<file path="src/rtl/dice_roll_ctrl.sv">
// Dice roll sequencer: conditions the die-select buttons, spins a modulo-N BCD
// counter while the winning button is held and latches the result for display.
module dice_roll_ctrl #(
  parameter int DEBOUNCE_CYCLES = 20000,
  parameter int ANIM_CYCLES     = 500000
) (
  input  logic       clk,
  input  logic       rst_n,
  input  logic [6:0] btn_raw,
  input  logic       btn_pol,
  output logic [6:0] die_sel,
  output logic       rolling,
  output logic       result_valid,
  output logic [3:0] disp_tens,
  output logic [3:0] disp_ones,
  output logic       tens_blank,
  output logic       ones_blank
);

  localparam int DEB_W  = (DEBOUNCE_CYCLES > 1) ? $clog2(DEBOUNCE_CYCLES) : 1;
  localparam int ANIM_W = (ANIM_CYCLES > 1) ? $clog2(ANIM_CYCLES) : 1;
  localparam logic [DEB_W-1:0]  DEB_LAST  = DEB_W'(DEBOUNCE_CYCLES - 1);
  localparam logic [ANIM_W-1:0] ANIM_LAST = ANIM_W'(ANIM_CYCLES - 1);

  typedef enum logic [2:0] {IDLE, DEBOUNCE, ROLLING, RELEASE, SHOW} state_t;

  state_t            state;
  logic [6:0]        sync1;
  logic [6:0]        btn_s;
  logic [2:0]        winner;
  logic [2:0]        pick;
  logic              from_show;
  logic [DEB_W-1:0]  deb_cnt;
  logic [ANIM_W-1:0] anim_cnt;
  logic [3:0]        cnt_tens;
  logic [3:0]        cnt_ones;
  logic              cnt_hund;
  logic [3:0]        n_tens;
  logic [3:0]        n_ones;
  logic              at_max;
  logic [3:0]        nxt_tens;
  logic [3:0]        nxt_ones;
  logic              nxt_hund;
  logic              nxt_tens_blank;
  logic              win_btn;

  always_ff @(posedge clk or negedge rst_n) begin
    if (!rst_n) begin
      sync1 <= '0;
      btn_s <= '0;
    end else begin
      sync1 <= btn_raw ^ {7{~btn_pol}};
      btn_s <= sync1;
    end
  end

  // Lowest index wins, so scan from the top and let lower bits overwrite.
  always_comb begin
    pick = 3'd0;
    for (int i = 6; i >= 0; i--) begin
      if (btn_s[i]) pick = 3'(i);
    end
  end

  always_comb begin
    n_tens = 4'd0;
    n_ones = 4'd0;
    case (winner)
      3'd0:    n_ones = 4'd4;
      3'd1:    n_ones = 4'd6;
      3'd2:    n_ones = 4'd8;
      3'd3:    n_tens = 4'd1;
      3'd4:    begin n_tens = 4'd1; n_ones = 4'd2; end
      3'd5:    n_tens = 4'd2;
      default: begin n_tens = 4'd0; n_ones = 4'd0; end
    endcase
  end

  // d100 reaches its maximum only through the hundred flag.
  assign at_max  = (winner == 3'd6) ? cnt_hund
                 : (!cnt_hund && cnt_tens == n_tens && cnt_ones == n_ones);
  assign win_btn = btn_s[winner];

  always_comb begin
    nxt_tens = cnt_tens;
    nxt_ones = cnt_ones;
    nxt_hund = cnt_hund;
    if (at_max) begin
      nxt_tens = 4'd0;
      nxt_ones = 4'd1;
      nxt_hund = 1'b0;
    end else if (cnt_ones == 4'd9) begin
      nxt_ones = 4'd0;
      if (cnt_tens == 4'd9) begin
        nxt_tens = 4'd0;
        nxt_hund = 1'b1;
      end else begin
        nxt_tens = cnt_tens + 4'd1;
      end
    end else begin
      nxt_ones = cnt_ones + 4'd1;
    end
  end

  assign nxt_tens_blank = (nxt_tens == 4'd0) && !nxt_hund;

  always_ff @(posedge clk or negedge rst_n) begin
    if (!rst_n) begin
      state        <= IDLE;
      winner       <= 3'd0;
      from_show    <= 1'b0;
      deb_cnt      <= '0;
      anim_cnt     <= '0;
      cnt_tens     <= 4'd0;
      cnt_ones     <= 4'd0;
      cnt_hund     <= 1'b0;
      die_sel      <= 7'd0;
      rolling      <= 1'b0;
      result_valid <= 1'b0;
      disp_tens    <= 4'd0;
      disp_ones    <= 4'd0;
      tens_blank   <= 1'b1;
      ones_blank   <= 1'b1;
    end else begin
      // Counter and animation keep running through a release bounce.
      if (state == ROLLING || state == RELEASE) begin
        cnt_tens <= nxt_tens;
        cnt_ones <= nxt_ones;
        cnt_hund <= nxt_hund;
        if (anim_cnt == ANIM_LAST) begin
          anim_cnt   <= '0;
          disp_tens  <= nxt_tens;
          disp_ones  <= nxt_ones;
          tens_blank <= nxt_tens_blank;
        end else begin
          anim_cnt <= anim_cnt + 1'b1;
        end
      end

      case (state)
        IDLE, SHOW: begin
          if (|btn_s) begin
            state        <= DEBOUNCE;
            winner       <= pick;
            from_show    <= (state == SHOW);
            deb_cnt      <= '0;
            result_valid <= 1'b0;
          end
        end
        DEBOUNCE: begin
          if (win_btn) begin
            if (deb_cnt == DEB_LAST) begin
              state      <= ROLLING;
              rolling    <= 1'b1;
              die_sel    <= 7'd1 << winner;
              cnt_tens   <= 4'd0;
              cnt_ones   <= 4'd1;
              cnt_hund   <= 1'b0;
              anim_cnt   <= '0;
              disp_tens  <= 4'd0;
              disp_ones  <= 4'd1;
              tens_blank <= 1'b1;
              ones_blank <= 1'b0;
            end else begin
              deb_cnt <= deb_cnt + 1'b1;
            end
          end else begin
            state        <= from_show ? SHOW : IDLE;
            result_valid <= from_show;
          end
        end
        ROLLING: begin
          if (!win_btn) begin
            state   <= RELEASE;
            deb_cnt <= '0;
          end
        end
        RELEASE: begin
          if (win_btn) begin
            state <= ROLLING;
          end else if (deb_cnt == DEB_LAST) begin
            state        <= SHOW;
            rolling      <= 1'b0;
            result_valid <= 1'b1;
            disp_tens    <= nxt_tens;
            disp_ones    <= nxt_ones;
            tens_blank   <= nxt_tens_blank;
          end else begin
            deb_cnt <= deb_cnt + 1'b1;
          end
        end
        default: state <= IDLE;
      endcase
    end
  end

endmodule

</file>
<file path="config.mk">
export PLATFORM = sky130hd
export DESIGN_NAME = dice_roll_ctrl
export DESIGN_NICKNAME = d
export VERILOG_FILES = /design/src/rtl/dice_roll_ctrl.sv
export SDC_FILE = /design/constraint.sdc
export NUM_CORES = 1
export LEC_CHECK = 0
export BUFFER_PORTS_ARGS = -buffer_cell sky130_fd_sc_hd__buf_2
export CAP_MARGIN = 25
export CORE_UTILIZATION = 40
export CTS_CLUSTER_SIZE = 12
export DETAILED_ROUTE_END_ITERATION = 16
export SETUP_SLACK_MARGIN = 0.02
export SLEW_MARGIN = 0
export SYNTH_ARGS = -nofsm -noshare
export SYNTH_HDL_FRONTEND = slang
export SYNTH_SLANG_ARGS = --single-unit
export TNS_END_PERCENT = 20
</file>
<file path="constraint.sdc">
create_clock -name clk -period 6.7 [get_ports clk]
set_input_delay 0.67 -clock clk [delete_from_list [all_inputs] [get_ports clk]]
set_output_delay 0.67 -clock clk [all_outputs]
set_load 0.03 [all_outputs]
</file>
==> results.sh <==
export IMPL_initial_utilization_pct=41.1
export IMPL_hold_violations=0
export IMPL_finalMaxSlewViolations=0
export IMPL_required_ps=6980
export IMPL_worst_setup_path_end_kind="flop"
export IMPL_synth_compound_gate_area_share_pct=15.1
export IMPL_p_per_area_nw_per_um2=273
export IMPL_sequential_to_total_area_share_from_yosys_stat_pct=46.5
export IMPL_clock_sinks=83
export IMPL_finalSetupViolCount=0
export IMPL_syn_area_per_cell_sq_um=9.56
export IMPL_final_setup_skew_ps=13.7
export IMPL_grt_util_all_layers_pct=18.1
export IMPL_timing_reg2reg_setup_slack_ps=3860
export IMPL_synth_mux_area_share_pct=2.01
export IMPL_number_of_enable_flip_flop_cells_after_synthesis=0
export IMPL_status="completed"
export IMPL_drt_pre_antenna_iters=5
export IMPL_crit_slowest_cell="sky130_fd_sc_hd__o21ai_1"
export IMPL_synth_fa_ha_area_share_pct=1.68
export IMPL_grt_overflow=0
export IMPL_min_delay_path_class="in2async"
export IMPL_via_count_of_the_first_global_routing_pass=3213
export IMPL_detailedPlace_worstSlack_ps=3840
export IMPL_syn_area_sq_um=4470
export IMPL_std_cell_rows=38
export IMPL_drv_max_cap_violation_count=0
export IMPL_cp_startpoint="state[1]"
export IMPL_pin_count=29
export IMPL_avgRoutedWirePerCell_um=15.2
export IMPL_crit_reg2reg_capture="disp_tens[2]"
export IMPL_unrepaired_setup_endpoints_after_global_routing="false"
export IMPL_io_buffer_count=28
export IMPL_wl_um=9590
export IMPL_share_of_layout_cells_above_drive_strength_1_pct=13.7
export IMPL_die_width_um=108
export IMPL_post_synth_num_cell_types=68
export IMPL_clk_insertion_delay_late_ps=360
export IMPL_dp_final_hpwl_um=6470
export IMPL_floorplan_core_area_sq_um=10900
export IMPL_fp_dieArea_sq_um=11600
export IMPL_layout_min_cycle_time_ps=2840
export IMPL_cts_root_buf="sky130_fd_sc_hd__clkbuf_8"
export IMPL_via_count=3448
export IMPL_gp_congestion=0.789
export IMPL_cts_path_max_buffers=2
export IMPL_synthXorXnorAreaFrac_pct=5.68
export IMPL_end_point_of_the_critical_path="disp_tens[2]"
export IMPL_portion_of_the_clock_cycle_consumed_by_the_worst_path_in_the_final_layout_pct=42.3
export IMPL_crit_fanout=13
export IMPL_ys_seq_elements=83
export IMPL_cts_buffers=9
export IMPL_setup_worst_path_class="reg2reg"
export IMPL_final_cell_mix="sky130_fd_sc_hd__dfrtp_1, sky130_fd_sc_hd__nand2_1, sky130_fd_sc_hd__nor2_1"
export IMPL_drt_drc_violations_left=0
export IMPL_yosys_area_share_simple_pct=24.9
export IMPL_cts_clk_slew_worst_paths_ps=90
export IMPL_timing_worst_slew_pin_value_ps=882
export IMPL_synth_top_family_by_area="simple AND/OR/NAND/NOR gates"
export IMPL_finalPower_w=0.00135
export IMPL_ctsHtreeMaxLevel=3
export IMPL_power_static_leakage_nw=2.17
export IMPL_max_slew_margin_pct=40.9
export IMPL_cts_tree="built"
export IMPL_netlist_instances=468
export IMPL_postCtsResizedCells=0
export IMPL_antenna_found_initial=0
export IMPL_cp_data_arrival_time_ps=3120
export IMPL_drt_iter0_drc=189
export IMPL_grt_first_pass_wirelength_um=16300
export IMPL_vias_per_cell=5.48
export IMPL_most_common_cell_after_layout_fill_and_taps_aside="sky130_fd_sc_hd__dfrtp_1"
export IMPL_critical_path_startpoint_type="flop"
export IMPL_critical_path_cell_by_cell="nor2b_1 > buf_4 > and2_0 > nand2_1 > o21ai_1 > nand4_1 > a22oi_1"
export IMPL_max_freq_mhz=352
export IMPL_timing_critical_path_slowest_cell_delay_ps=670
export IMPL_ff2ff_path_depth=7
export IMPL_cts_hold_buf=0
export IMPL_drt_antenna_violating_nets=0
export IMPL_design_final_nets=500
export IMPL_worst_slack_ps=3860
export IMPL_instances_no_fill=629
export IMPL_worst_ir_drop_vdd_mv=0.108
export IMPL_finish_utilization_pct=45.4
export IMPL_rr_startpoint="state[1]"
export IMPL_die_height_um=108
export IMPL_antenna_diode_count=0
export IMPL_area_growth_pct=10.4
export IMPL_yosys_most_used_dff="sky130_fd_sc_hd__dfrtp_1"
export IMPL_syn_nets=484
export IMPL_ys_async_sr_fraction_pct=100
export IMPL_cell_total_after_placement=611
export IMPL_grt_start_max_net_pins=84
export IMPL_synthesis_warning_total=0
export IMPL_tns_ps=0
export IMPL_cts_post_setup_buffers_inserted=0
layer usage:
layer	GRT usage, %	up-vias	wire (um)
met4	8.81	0	156
met5	0	-	0
met3	2.97	10	350
met2	26.8	70	4380
met1	25.4	1640	4710
li1	-	1728	-
final cells by class:
cell class              instances  area (sq um)
fillers                      1029          5950
clock inverters                 5          85.1
multi-input cells             348          2220
inverters                      10          37.5
repair buffers                 32           194
flip-flops and latches         83          2080
clock buffers                  11           151
well taps                     140           175
critical path: cells and delay by family, from the launching register on:
| family | cells | cell delay (ps) |
|---|---|---|
| flops | 1 | 640 |
| buf+inv | 1 | 230 |
| simple gates | 4 | 980 |
| compound gates | 2 | 900 |
logic make-up (layout without fill, tap and decap cells):
group                    Yosys count  count (layout)
AO/OA/AOI/OAI                     97              97
flip-flops                        83              83
AND/OR/NAND/NOR                  207             207
XOR/XNOR                          29              29
adder cells (fa/ha/maj)            6               6
buffers and inverters             37              58
multiplexers                       9               9
state kept, by name, indices dropped and copies added, names as in the netlist, 3 cells and up:
name,count
cnt_tens,4
sync1,7
anim_cnt,19
winner,3
die_sel,7
state,3
cnt_ones,4
btn_s,7
disp_ones,4
disp_tens,4
deb_cnt,15
metrics by stage:
stage | instance area (sq um) | hold slack (ps)
2_1_floorplan | 4470 | 331
3_3_place_gp | 4660 | 336
3_5_place_dp | 4660 | 336
4_1_cts | 4900 | 356
5_1_grt | 4940 | 154
6_report | 4940 | 161
cell usage after synthesis (3+ instances only):
library cell	number	area, sq um
sky130_fd_sc_hd__nand4_1	19	119
sky130_fd_sc_hd__mux2i_1	9	90.1
sky130_fd_sc_hd__nand2_1	56	210
sky130_fd_sc_hd__o22ai_1	3	18.8
sky130_fd_sc_hd__inv_1	10	37.5
sky130_fd_sc_hd__o31ai_1	11	82.6
sky130_fd_sc_hd__ha_1	6	75.1
sky130_fd_sc_hd__a32oi_1	3	26.3
sky130_fd_sc_hd__or3_1	6	37.5
sky130_fd_sc_hd__o21a_1	3	22.5
sky130_fd_sc_hd__nand3_1	17	85.1
sky130_fd_sc_hd__nor2_1	39	146
sky130_fd_sc_hd__xor2_1	12	105
sky130_fd_sc_hd__dfrtp_1	81	2030
sky130_fd_sc_hd__a21oi_1	22	110
sky130_fd_sc_hd__xnor2_1	17	149
sky130_fd_sc_hd__buf_2	5	25.0
sky130_fd_sc_hd__o21ai_0	11	55.1
sky130_fd_sc_hd__a211oi_1	3	22.5
sky130_fd_sc_hd__or4_1	4	30.0
sky130_fd_sc_hd__nand2b_1	10	62.6
sky130_fd_sc_hd__nor3_1	5	25.0
sky130_fd_sc_hd__clkbuf_1	12	45.0
sky130_fd_sc_hd__buf_4	6	45.0
sky130_fd_sc_hd__nor2b_1	7	43.8
sky130_fd_sc_hd__o21ai_1	4	20.0
sky130_fd_sc_hd__nand2_2	3	18.8
sky130_fd_sc_hd__and2_1	5	31.3
sky130_fd_sc_hd__o41ai_1	5	43.8
sky130_fd_sc_hd__nor4_1	4	25.0
sky130_fd_sc_hd__a22oi_1	6	45.0
sky130_fd_sc_hd__o211ai_1	4	30.0
sky130_fd_sc_hd__o31a_1	3	26.3
sky130_fd_sc_hd__and3_1	8	50.1
sky130_fd_sc_hd__a31oi_1	3	18.8
sky130_fd_sc_hd__nand3b_1	3	22.5
worst min path at each step:
stage / depth (start not counted) / from / end / slack [ps]
after floorplan: 0 / sync1[0] / btn_s[0] / 330
after global placement: 0 / sync1[4] / btn_s[4] / 340
after detailed placement: 0 / sync1[0] / btn_s[0] / 340
after CTS: 0 / sync1[0] / btn_s[0] / 360
after global routing: 1 / rst_n / cnt_tens[0] / 150
final: 1 / rst_n / cnt_tens[0] / 160
report_power, final:
part | leakage (nW) | internal (W) | switching, W | total [W]
logic | 0.939 | 0.000119 | 0.000227 | 0.000346
registers | 1.11 | 0.000528 | 0.0000569 | 0.000585
clock network | 0.116 | 0.000231 | 0.000185 | 0.000417
No activity file was read; power rests on OpenSTA's default activity.
